<file path="src/rtl/uart_tx_core_pkg.sv">
// Shared UART constants: register map, oversampling ratios,
// tick divisors and transmit FSM encoding.
package uart_tx_core_pkg;

  localparam logic [7:0] TX_ADDR_DEF = 8'h00;
  localparam logic [7:0] MDR_ADDR    = 8'h04;

  localparam int unsigned OSM_13 = 13;
  localparam int unsigned OSM_16 = 16;

  // Keyed by {osm_sel, br}
  localparam int unsigned DIV_00 = 32;
  localparam int unsigned DIV_10 = 26;
  localparam int unsigned DIV_01 = 16;
  localparam int unsigned DIV_11 = 13;

  typedef enum logic [1:0] {
    S_IDLE  = 2'd0,
    S_START = 2'd1,
    S_DATA  = 2'd2,
    S_STOP  = 2'd3
  } tx_state_e;

endpackage

</file>
<file path="src/rtl/uart_baud_tick.sv">
// Oversampling tick generator: a tick every DIV clocks and a
// bit_end pulse on every OSM-th tick.
module uart_baud_tick
  import uart_tx_core_pkg::*;
#(
  parameter int unsigned DIV_A = DIV_00,
  parameter int unsigned DIV_B = DIV_10,
  parameter int unsigned DIV_C = DIV_01,
  parameter int unsigned DIV_D = DIV_11
) (
  input  logic clk,
  input  logic rst,
  input  logic en,
  input  logic clr,
  input  logic osm_sel,
  input  logic br,
  output logic tick,
  output logic bit_end
);

  logic [4:0] div_cnt_q;
  logic [4:0] div_cnt_d;
  logic [4:0] div_last;
  logic [3:0] tck_cnt_q;
  logic [3:0] tck_cnt_d;
  logic [3:0] tck_last;

  always_comb begin
    div_last = 5'(DIV_A - 1);
    unique case ({osm_sel, br})
      2'b00: div_last = 5'(DIV_A - 1);
      2'b10: div_last = 5'(DIV_B - 1);
      2'b01: div_last = 5'(DIV_C - 1);
      2'b11: div_last = 5'(DIV_D - 1);
    endcase
  end

  assign tck_last = osm_sel ? 4'(OSM_16 - 1)
                            : 4'(OSM_13 - 1);

  assign tick    = en & (div_cnt_q == div_last);
  assign bit_end = tick & (tck_cnt_q == tck_last);

  always_comb begin
    div_cnt_d = div_cnt_q;
    tck_cnt_d = tck_cnt_q;
    if (clr) begin
      div_cnt_d = '0;
      tck_cnt_d = '0;
    end else if (en) begin
      div_cnt_d = tick ? '0 : div_cnt_q + 5'd1;
      if (tick) begin
        tck_cnt_d = bit_end ? '0 : tck_cnt_q + 4'd1;
      end
    end
  end

  always_ff @(posedge clk or posedge rst) begin
    if (rst) begin
      div_cnt_q <= '0;
      tck_cnt_q <= '0;
    end else begin
      div_cnt_q <= div_cnt_d;
      tck_cnt_q <= tck_cnt_d;
    end
  end

endmodule

</file>
<file path="src/rtl/uart_tx_core.sv">
// UART transmitter: one-entry holding register feeding an
// 8N1 LSB-first serialiser.
module uart_tx_core
  import uart_tx_core_pkg::*;
#(
  parameter int unsigned CLK_HZ  = 3993600,
  parameter logic [7:0]  TX_ADDR = TX_ADDR_DEF
) (
  input  logic       m_clk,
  input  logic       reset,
  input  logic [7:0] address,
  input  logic [7:0] data_in,
  input  logic       wr,
  input  logic       osm_sel,
  input  logic       br,
  output logic       txd,
  output logic       tx_busy,
  output logic       thr_empty,
  output logic       tx_done,
  output logic       overrun
);

  localparam int unsigned D00 = CLK_HZ / (9600 * OSM_13);
  localparam int unsigned D10 = CLK_HZ / (9600 * OSM_16);
  localparam int unsigned D01 = CLK_HZ / (19200 * OSM_13);
  localparam int unsigned D11 = CLK_HZ / (19200 * OSM_16);

  tx_state_e  state_q, state_d;
  logic       txd_q, txd_d;
  logic       busy_q, busy_d;
  logic [7:0] thr_q, thr_d;
  logic       thr_empty_q, thr_empty_d;
  logic       overrun_q, overrun_d;
  logic [7:0] shift_q, shift_d;
  logic [2:0] idx_q, idx_d;
  logic       osm_q, osm_d;
  logic       br_q, br_d;

  logic load;
  logic wr_hit;
  logic tick;
  logic bit_end;
  logic step;

  uart_baud_tick #(
    .DIV_A(D00),
    .DIV_B(D10),
    .DIV_C(D01),
    .DIV_D(D11)
  ) u_tick (
    .clk    (m_clk),
    .rst    (reset),
    .en     (busy_q),
    .clr    (load),
    .osm_sel(osm_q),
    .br     (br_q),
    .tick   (tick),
    .bit_end(bit_end)
  );

  assign step   = tick & bit_end;
  assign wr_hit = wr & (address == TX_ADDR);

  always_comb begin
    state_d = state_q;
    txd_d   = txd_q;
    busy_d  = busy_q;
    shift_d = shift_q;
    idx_d   = idx_q;
    osm_d   = osm_q;
    br_d    = br_q;
    load    = 1'b0;
    tx_done = 1'b0;

    unique case (state_q)
      S_IDLE: begin
        load = ~thr_empty_q;
      end
      S_START: begin
        if (step) begin
          state_d = S_DATA;
          idx_d   = 3'd0;
          txd_d   = shift_q[0];
        end
      end
      S_DATA: begin
        if (step) begin
          if (idx_q == 3'd7) begin
            state_d = S_STOP;
            txd_d   = 1'b1;
          end else begin
            idx_d = idx_q + 3'd1;
            txd_d = shift_q[3'(idx_q + 3'd1)];
          end
        end
      end
      S_STOP: begin
        if (step) begin
          tx_done = 1'b1;
          if (!thr_empty_q) begin
            load = 1'b1;
          end else begin
            state_d = S_IDLE;
            busy_d  = 1'b0;
          end
        end
      end
    endcase

    // Frame start: mode is frozen here for the whole frame
    if (load) begin
      state_d = S_START;
      shift_d = thr_q;
      busy_d  = 1'b1;
      txd_d   = 1'b0;
      idx_d   = 3'd0;
      osm_d   = osm_sel;
      br_d    = br;
    end
  end

  always_comb begin
    thr_d       = thr_q;
    thr_empty_d = thr_empty_q;
    overrun_d   = overrun_q;
    if (load) begin
      thr_empty_d = 1'b1;
    end
    if (wr_hit) begin
      if (thr_empty_q || load) begin
        thr_d       = data_in;
        thr_empty_d = 1'b0;
      end else begin
        overrun_d = 1'b1;
      end
    end
  end

  always_ff @(posedge m_clk or posedge reset) begin
    if (reset) begin
      state_q     <= S_IDLE;
      txd_q       <= 1'b1;
      busy_q      <= 1'b0;
      thr_q       <= '0;
      thr_empty_q <= 1'b1;
      overrun_q   <= 1'b0;
      shift_q     <= '0;
      idx_q       <= '0;
      osm_q       <= 1'b0;
      br_q        <= 1'b0;
    end else begin
      state_q     <= state_d;
      txd_q       <= txd_d;
      busy_q      <= busy_d;
      thr_q       <= thr_d;
      thr_empty_q <= thr_empty_d;
      overrun_q   <= overrun_d;
      shift_q     <= shift_d;
      idx_q       <= idx_d;
      osm_q       <= osm_d;
      br_q        <= br_d;
    end
  end

  assign txd       = txd_q;
  assign tx_busy   = busy_q;
  assign thr_empty = thr_empty_q;
  assign overrun   = overrun_q;

endmodule
</file>
<file path="config.mk">
export PLATFORM = sky130hd
export DESIGN_NAME = uart_tx_core
export DESIGN_NICKNAME = d
export VERILOG_FILES = /design/src/rtl/uart_tx_core_pkg.sv /design/src/rtl/uart_baud_tick.sv /design/src/rtl/uart_tx_core.sv
export SDC_FILE = /design/constraint.sdc
export NUM_CORES = 1
export LEC_CHECK = 0
export CAP_MARGIN = 20
export CORE_MARGIN = 3
export CORE_UTILIZATION = 45
export DETAILED_ROUTE_END_ITERATION = 8
export PLACE_DENSITY_LB_ADDON = 0.1
export SYNTH_ARGS = -nofsm -noshare
export SYNTH_HDL_FRONTEND = slang
export SYNTH_SLANG_ARGS = --single-unit
</file>
<file path="constraint.sdc">
create_clock -name m_clk -period 2.62 [get_ports m_clk]
set_input_delay 0.262 -clock m_clk [delete_from_list [all_inputs] [get_ports m_clk]]
set_output_delay 0.262 -clock m_clk [all_outputs]
set_load 0.05 [all_outputs]
</file>
==> summary.txt, run 1 <==
Run status
  – Status: finished clean

Power and ir drop
  – Peak VDD IR: 329 uV
  – Pwr/cell area: 748 nW/um2
  – Switch Pwr: 0.598 mW
  – Total power: 1.84 mW
  – Part of the power in the clock network: 29.0%
  – Logic gate share of total power: 29.4%
  – Internal power: 1.24 mW
  – Sw Share: 32.5%
  – Flop pwr share: 41.6%
  – Leak Pwr: 1.09 nW

Place
  – DP HPWL: 3030 um
  – DP Area: 2330 um2
  – I/O Buffers: 25
  – Final Wtd Congestion: 0.860

Logic synthesis
  – Post-synthesis cell count: 176
  – Synth warn: 0
  – Post-synth top flop: dfrtp_1
  – Synth top area cells: dfrtp_1, mux2_4, ha_1, a21oi_1, mux2_2
  – Yosys top cell area share: 41.8%
  – Post-synth net total: 205
  – Number of synthesized flops with an enable pin: 0
  – Ys async rst share: 100%
  – Mean Syn Cell Area: 11.6 um2
  – Mapped Area: 2040 um2
  – Yosys top cell by area: dfrtp_1
  – Synth cell types: 49
  – Number of synthesized register bits: 36
  – Seq/Total Area, Yosys: 44.4%

Run
  – Maxcap violations: 0

Clock tree
  – Cts-stage hold buffer count: 0
  – Post CTS Setup Buffer Count: 0
  – CTS tree: built
  – Clock sinks: 36
  – CTS HTree Levels: 2
  – Clock buffer depth: 2
  – Reg clk slew, reported paths: 0.07 ns
  – Total CTS buffers: 5
  – Worst skew pair latency: 0.28 ns
  – CTS Root Cell: clkbuf_8
  – Post-CTS Resized: 0

STA
  – Worst clock skew: 0.00227 ns
  – Slew Limit Fails: 0
  – Hold Fails Final Rpt: 0
  – RSZ-0062 raised after global routing: no
  – Slew @ Worst Pin: 0.772 ns
  – Final period utilization: 87.7%
  – Final TNS setup: 0 ns
  – # setup viols final: 0
  – Minimum clock period: 2.30 ns
  – FMAX: 435 MHz
  – Relative slew margins: 48.2%

Layout
  – Commonest non-fill, non-tap cell in the layout: dfrtp_1
  – Synthesis-to-finish area growth: 20.8%
  – Ant diodes: 0
  – Final non-filler cell area: 2460 um2
  – Fillers: 359
  – Fraction of layout cells with a size suffix above 1: 21.3%
  – Final nets: 235
  – Highest-count cells in the layout ignoring fill and taps: dfrtp_1, clkdlybuf4s50_1, mux2_4

Global route
  – Initial antenna violation count: 0
  – First-pass GRT wire length: 7360 um
  – Number of global-route vias before repair: 1534
  – Largest net degree at the start of global routing: 37
  – GRT Total Usage: 17.8%
  – Remaining Overflow, GRT: 0

Floorplan
  – Boundary Pins: 26
  – # rows: 23
  – Die area: 5370 um2
  – Die height: 73.3 um
  – Initial Utilization: 48.8%
  – Core region area: 4170 um2
  – Die width: 73.3 um

Hold path
  – Hold crit path type: input port to asynchronous set/reset pin

Setup path
  – Classification of the worst setup path: flop to flop
  – Worst setup EP type: flop
  – Crit-path max FO: 24
  – R2r setup slk: 0.32 ns
  – FF-to-FF path depth: 6
  – Worst setup SP type: flop
  – Required time of the critical path: 2.79 ns
  – CP Data Arrival Time: 2.47 ns
  – Worst flop-to-flop path endpoint: shift_q[5]$_DFFE_PP0P_
  – FF-to-FF Start: osm_q$_DFFE_PP0P_

Drt
  – Drt wl/cell: 16.4 um
  – M1 WL: 1940 um
  – Routed WL: 4220 um
  – Routed vias/inst: 5.76
  – DR iter-0 viols: 70
  – Top Layer Used: met4
  – DR WL met2: 2060 um
  – Met3 routed WL: 143 um
  – DRT Pass-1 Iters: 4
  – Final ANT Viol Nets: 0
  – Total number of vias: 1481
  – Drt drc: 0
-- worst max-delay path by stage --
| stage | start | endpoint | cells past startpoint |
|---|---|---|---|
| floorplan | tx_busy$_DFFE_PP0P_ | thr_q[0]$_DFFE_PP0P_ | 6 |
| global placement | osm_q$_DFFE_PP0P_ | shift_q[4]$_DFFE_PP0P_ | 6 |
| detailed placement | osm_q$_DFFE_PP0P_ | br_q$_DFFE_PP0P_ | 6 |
| CTS | osm_q$_DFFE_PP0P_ | shift_q[6]$_DFFE_PP0P_ | 6 |
| global route | osm_q$_DFFE_PP0P_ | br_q$_DFFE_PP0P_ | 6 |
| finish | osm_q$_DFFE_PP0P_ | shift_q[5]$_DFFE_PP0P_ | 6 |
-- power groups by stage --
stage          combinational (mW)  sequential [mW]  clock [mW]
2_1_floorplan               0.417            0.742           0
3_3_place_gp                0.523            0.762           0
3_5_place_dp                0.534            0.773           0
4_1_cts                     0.540            0.762       0.545
5_1_grt                     0.614            0.784       0.573
6_report                    0.541            0.765       0.533
-- worst max-delay path, stage by stage, from the launching register on --
cell and delay (ns):
dfrtp_1 0.45, or3_4 0.43, a21oi_4 0.30, o2111a_1 0.30
or2_1 0.16, buf_12 0.19, mux2_2 0.35
-- cell usage after synthesis, types with 2 or more instances --
cell        n
nand4_1     3
buf_2       2
o2111ai_1   2
xnor2_1     2
a21o_1      2
mux2_4     14
nor4_1      2
nand3b_1    3
nand2_1     9
nor2b_1     4
nor3_1      3
dfrtp_1    34
ha_1        8
a21oi_1    13
inv_1       6
buf_6       3
nand3_1     9
mux2i_1     2
dfstp_2     2
nor2_1      5
o21ai_0     4
clkbuf_1    2
mux2_2      5
nand2b_1    4
o21a_1      2
mux4_2      2
and3_1      4
nor3b_1     3
o31a_1      2
-- layer usage --
layer	up-vias	global-route usage, %
met5	-	0
met2	28	29.6
met3	9	4.51
li1	713	-
met4	0	5.53
met1	731	22.8
-- registers in the layout (all words and copies together) (netlist names), 2 cells and up --
name,flops
state_q,2
thr_q,8
u_tick.tck_cnt_q,4
shift_q,8
u_tick.div_cnt_q,5
idx_q,3
-- final cells by class --
cell class                 instances  area [um2]  share of cell area (%)
clock buffer                       7        96.3                    3.92
clock inverter                     1        30.0                    1.22
inverter                           7        26.3                    1.07
multi-input combinational        125        1030                    42.1
sequential                        36         903                    36.7
tap                               50        62.6                    2.54
timing repair buffer              31         305                    12.4
-- kinds of logic after synthesis --
logic type	share of synthesized area [%]
buffers and inverters	4.79
AO/OA/AOI/OAI	13.8
multiplexers	16.3
flip-flops	44.4
XOR/XNOR	0.861
adder cells (fa/ha/maj)	4.92
AND/OR/NAND/NOR	15.0
-- metrics by stage --
step                util (%)  setup WS [ns]  cells  hold slack (ns)
finish                  58.9          0.322    257            0.377
global route            58.9          0.224    257            0.412
CTS                     58.9          0.333    257            0.380
detailed placement      55.9          0.347    249            0.476
global placement        55.9          0.442    249            0.466
floorplan                  -          0.377    176            0.410
No activity file was read; power rests on OpenSTA's default activity.
==> run 2: changes to the inputs <==
--- a/config.mk
+++ b/config.mk
@@ -9,7 +9,8 @@
 export CORE_MARGIN = 3
 export CORE_UTILIZATION = 45
 export DETAILED_ROUTE_END_ITERATION = 8
-export PLACE_DENSITY_LB_ADDON = 0.1
+export PLACE_DENSITY = 0.67
+export SLEW_MARGIN = 40
 export SYNTH_ARGS = -nofsm -noshare
 export SYNTH_HDL_FRONTEND = slang
 export SYNTH_SLANG_ARGS = --single-unit
==> run 2 against run 1 <==
  * Clock skew increased by 0.0019 ns
  * Clock-buffer cell count is 1 lower
  * Sequential power hardly changed
  * Non-clock buffer count increased by 1
  * Final area shrank 0.46%
  * Routed wire length shrank 5.4%
  * Register-to-register slack improved by 0.05 ns
  * Clock power is 8.8% lower
  * Power down 3.1%
  * Critical path depth stayed put
  * Critical endpoint is now shift_q[6]$_DFFE_PP0P_
  * Largest cell class unchanged
==> summary.txt, run 2 (synthesis results as in run 1) <==
Setup path
  – Worst flop-to-flop path endpoint: shift_q[6]$_DFFE_PP0P_
  – Worst setup EP type: flop
  – Crit-path max FO: 21
  – Classification of the worst setup path: flop to flop
  – FF-to-FF Start: osm_q$_DFFE_PP0P_
  – Worst setup SP type: flop
  – CP Data Arrival Time: 2.43 ns
  – FF-to-FF path depth: 6
  – R2r setup slk: 0.37 ns
  – Required time of the critical path: 2.80 ns
  – Crit path launch: osm_q$_DFFE_PP0P_

Clock tree
  – CTS HTree Levels: 2
  – Clock buffer depth: 2
  – Worst skew pair latency: 0.29 ns
  – Clock sinks: 36
  – Cts-stage hold buffer count: 0
  – CTS Root Cell: clkbuf_8
  – Post CTS Setup Buffer Count: 0
  – CTS tree: built
  – Reg clk slew, reported paths: 0.07 ns
  – Post-CTS Resized: 0
  – Total CTS buffers: 5

Layout
  – Highest-count cells in the layout ignoring fill and taps: dfrtp_1, clkdlybuf4s50_1, mux2_4
  – Synthesis-to-finish area growth: 20.2%
  – Ant diodes: 0
  – Final nets: 236
  – Seq. cell area: 903 um2
  – Final core utilization: 58.7%
  – Commonest non-fill, non-tap cell in the layout: dfrtp_1
  – Registers with the most flip-flops: shift_q (8), thr_q (8), u_tick.div_cnt_q (5)
  – Fraction of layout cells with a size suffix above 1: 21.2%
  – Final non-filler cell area: 2450 um2
  – Area of the multi-input gates: 1030 um2
  – Fillers: 314

Power and ir drop
  – Leak Pwr: 1.08 nW
  – Pwr/cell area: 728 nW/um2
  – Peak VDD IR: 324 uV

Place
  – Final Wtd Congestion: 0.763
  – DP HPWL: 2950 um
  – I/O Buffers: 25
  – DP Area: 2340 um2

STA
  – Worst Hold Slack: 0.370 ns
  – Worst clock skew: 0.00417 ns
  – Final TNS setup: 0 ns
  – Hold Fails Final Rpt: 0
  – Relative slew margins: 52.4%
  – Minimum clock period: 2.25 ns
  – FMAX: 445 MHz
  – Slew @ Worst Pin: 0.709 ns
  – Slew Limit Fails: 0
  – # setup viols final: 0
  – Final period utilization: 85.8%
  – RSZ-0062 raised after global routing: no

Floorplan
  – Boundary Pins: 26
  – Core region area: 4170 um2
  – Die height: 73.3 um
  – Die area: 5370 um2
  – # rows: 23
  – Initial Utilization: 48.8%
  – Die width: 73.3 um

Global route
  – Remaining Overflow, GRT: 0
  – Number of global-route vias before repair: 1467
  – Initial antenna violation count: 0
  – Largest net degree at the start of global routing: 37
  – GRT Total Usage: 17.0%
  – First-pass GRT wire length: 6920 um

Drt
  – Final ANT Viol Nets: 0
  – Drt drc: 0
  – Routed vias/inst: 5.67
  – Drt wl/cell: 15.5 um
  – Total number of vias: 1463
  – DRT Pass-1 Iters: 4
  – DR iter-0 viols: 55
  – Routed WL: 3990 um

Hold path
  – Hold crit path type: input port to asynchronous set/reset pin

Run
  – Maxcap violations: 0

Run status
  – Status: finished clean
-- run 2: cell count changes in the layout (fill, tap and decap cells not counted), sizes merged --
cell	change
buf	+1
clkbuf	-1
clkinv	+1
-- run 2: final cells by class --
class                   instances  area share, %
flip-flops and latches         36           36.9
repair buffers                 32           12.8
inverters                       7           1.07
well taps                      50           2.56
multi-input cells             125           42.3
clock inverters                 2           1.43
clock buffers                   6           2.97
-- run 2: power by group --
group / total [mW] / internal [mW] / switching, mW
sequential: 0.763 / 0.641 / 0.122
combinational: 0.533 / 0.264 / 0.269
clock: 0.486 / 0.282 / 0.204
total: 1.78 / 1.19 / 0.595
-- run 2: metal layers --
metal	vias up	GRT usage, %	wire length, um
met5	-	0	0
met4	0	6.15	65
met3	6	5.20	123
met2	20	29.0	2050
met1	726	20.0	1750
li1	711	-	-
-- run 2: worst max-delay path by stage --
stage	slack (ns)	depth (start not counted)	endpoint
after global placement	0.45	6	shift_q[6]$_DFFE_PP0P_
final	0.37	6	shift_q[6]$_DFFE_PP0P_
after global routing	0.27	6	shift_q[5]$_DFFE_PP0P_
after CTS	0.38	6	shift_q[5]$_DFFE_PP0P_
after detailed placement	0.37	6	shift_q[5]$_DFFE_PP0P_
after floorplan	0.38	6	thr_q[0]$_DFFE_PP0P_
-- run 2: metrics by stage --
step | cells | power, mW | worst slack, ns
final | 258 | 1.78 | 0.373
after global routing | 258 | 1.89 | 0.272
after CTS | 258 | 1.80 | 0.379
after detailed placement | 250 | 1.30 | 0.372
after global placement | 250 | 1.27 | 0.450
after floorplan | 176 | 1.16 | 0.377
-- run 2: worst max-delay path: stages, from the launching register on --
cell,delay (ns)
dfrtp_1,0.46
nand3b_1,0.20
a211oi_2,0.40
o2111a_1,0.29
or2_1,0.22
buf_12,0.20
mux2_2,0.35
==> run 3: changes to the inputs <==
--- a/config.mk
+++ b/config.mk
@@ -9,6 +9,7 @@
 export CORE_MARGIN = 3
 export CORE_UTILIZATION = 45
 export DETAILED_ROUTE_END_ITERATION = 8
+export HOLD_SLACK_MARGIN = 0.03
 export PLACE_DENSITY = 0.67
 export SLEW_MARGIN = 40
 export SYNTH_ARGS = -nofsm -noshare
==> constraint.sdc (replaced) <==
create_clock -name m_clk -period 2.4 [get_ports m_clk]
set_input_delay 0.24 -clock m_clk [delete_from_list [all_inputs] [get_ports m_clk]]
set_output_delay 0.24 -clock m_clk [all_outputs]
set_load 0.05 [all_outputs]
==> run 3 against run 2 <==
  * Sequential share of layout area is 0.58 points lower
  * Via count is 1.1% higher
  * Flip-flop and latch count stayed put
  * Critical endpoint is now shift_q[5]$_DFFE_PP0P_
  * Clock power is 18% higher
  * Largest cell class unchanged
  * Setup slack worse by 0.098 ns
==> summary.txt, run 3 (synthesis results as in run 1) <==
Run status
  – Status: finished clean

STA
  – Minimum clock period: 2.12 ns
  – Relative slew margins: 46.9%
  – RSZ-0062 raised after global routing: no
  – FMAX: 471 MHz
  – Hold Fails Final Rpt: 0
  – Slew Limit Fails: 0
  – Slew @ Worst Pin: 0.792 ns
  – Worst clock skew: 0.00536 ns
  – # setup viols final: 0
  – Final period utilization: 88.5%
  – Final TNS setup: 0 ns
  – Worst Hold Slack: 0.352 ns

Clock tree
  – Worst skew pair latency: 0.28 ns
  – Clock buffer depth: 2
  – Cts-stage hold buffer count: 0
  – CTS Root Cell: clkbuf_8
  – Reg clk slew, reported paths: 0.07 ns
  – CTS HTree Levels: 2
  – Clock sinks: 36
  – CTS tree: built
  – Total CTS buffers: 5
  – Post CTS Setup Buffer Count: 0
  – Post-CTS Resized: 0

Setup path
  – FF-to-FF Start: state_q[0]$_DFFE_PP0P_
  – Crit-path cells: inv_1 > ha_1 > nor3b_1 > o2111a_1 > or2_1 > buf_12 > mux2_2
  – Max incr delay on CP: 0.40 ns
  – CP Data Arrival Time: 2.30 ns
  – Slowest cell on crit path: dfrtp_1
  – Worst setup EP type: flop
  – Worst setup SP type: flop
  – R2r setup slk: 0.28 ns
  – Required time of the critical path: 2.57 ns
  – Crit path launch: state_q[0]$_DFFE_PP0P_
  – Classification of the worst setup path: flop to flop
  – Worst flop-to-flop path endpoint: shift_q[5]$_DFFE_PP0P_
  – FF-to-FF path depth: 7
  – Crit-path max FO: 24

Layout
  – Synthesis-to-finish area growth: 22.1%
  – Highest-count cells in the layout ignoring fill and taps: dfrtp_1, clkdlybuf4s50_1, mux2_4
  – Fillers: 336
  – Fraction of layout cells with a size suffix above 1: 22.0%
  – Ant diodes: 0
  – Final nets: 237
  – Seq. cell area: 903 um2
  – Registers with the most flip-flops: shift_q (8), thr_q (8), u_tick.div_cnt_q (5)
  – Commonest non-fill, non-tap cell in the layout: dfrtp_1
  – Final core utilization: 59.6%
  – Area of the multi-input gates: 1030 um2

Power and ir drop
  – Peak VDD IR: 456 uV
  – Leak Pwr: 1.10 nW
  – Pwr/cell area: 802 nW/um2

Global route
  – GRT Total Usage: 16.8%
  – Number of global-route vias before repair: 1531
  – Largest net degree at the start of global routing: 37
  – First-pass GRT wire length: 6910 um
  – Initial antenna violation count: 0
  – Remaining Overflow, GRT: 0

Drt
  – Drt drc: 0
  – DR iter-0 viols: 57
  – DRT Pass-1 Iters: 4
  – Routed vias/inst: 5.71
  – Final ANT Viol Nets: 0
  – Total number of vias: 1479
  – Drt wl/cell: 15.4 um
  – Routed WL: 3980 um

Place
  – DP HPWL: 2930 um
  – Final Wtd Congestion: 0.820
  – I/O Buffers: 25

Floorplan
  – Die area: 5370 um2
  – Boundary Pins: 26
  – Core region area: 4170 um2
  – Die width: 73.3 um
  – Initial Utilization: 48.8%
  – # rows: 23
  – Die height: 73.3 um

Run
  – Maxcap violations: 0

Hold path
  – Hold crit path type: input port to asynchronous set/reset pin
run 3: cell count changes in the layout (fill, tap and decap cells not counted):
| cell | delta |
|---|---|
| clkinv_2 | -1 |
| clkbuf_8 | +2 |
| clkbuf_1 | -1 |
| buf_12 | +1 |
run 3: where the power goes:
| group | switching (mW) | leakage, nW | internal, mW | total [mW] |
|---|---|---|---|---|
| Sequential | 0.130 | 0.464 | 0.700 | 0.831 |
| Combinational | 0.299 | 0.570 | 0.291 | 0.590 |
| Clock | 0.206 | 0.0645 | 0.366 | 0.573 |
run 3: worst max-delay path by stage:
stage	endpoint	cells past startpoint
global route	shift_q[5]$_DFFE_PP0P_	7
floorplan	thr_q[0]$_DFFE_PP0P_	6
detailed placement	shift_q[5]$_DFFE_PP0P_	7
global placement	shift_q[6]$_DFFE_PP0P_	7
finish	shift_q[5]$_DFFE_PP0P_	7
CTS	shift_q[5]$_DFFE_PP0P_	7
run 3: area by class of cell:
| cell class | instances | share of cell area, % |
|---|---|---|
| tap | 50 | 2.52 |
| clock buffer | 7 | 3.88 |
| sequential | 36 | 36.3 |
| multi-input combinational | 125 | 41.6 |
| timing repair buffer | 33 | 13.4 |
| clock inverter | 1 | 1.21 |
| inverter | 7 | 1.06 |
run 3: critical path, delay by kind of cell, from the launching register on:
kind                     cells  cell delay, ns
flip-flops                   1            0.40
AND/OR/NAND/NOR              2            0.39
multiplexers                 1            0.35
adder cells (fa/ha/maj)      1            0.34
buffers and inverters        2            0.28
AO/OA/AOI/OAI                1            0.25
run 3: metal layers:
metal / GRT usage, % / wire length, um / vias to the layer above
met5: 0 / 0 / -
met4: 5.53 / 40 / 0
met3: 4.51 / 152 / 6
met2: 28.7 / 2070 / 37
met1: 20.6 / 1720 / 720
li1: - / - / 716
run 3: through the flow:
step	setup slack [ns]	power (mW)	std cells	area [um2]
5_1_grt	0.110	2.14	259	2490
4_1_cts	0.268	2.01	259	2490
2_1_floorplan	0.157	1.27	176	2040
3_5_place_dp	0.291	1.43	251	2360
6_report	0.275	1.99	259	2490
3_3_place_gp	0.346	1.40	251	2360
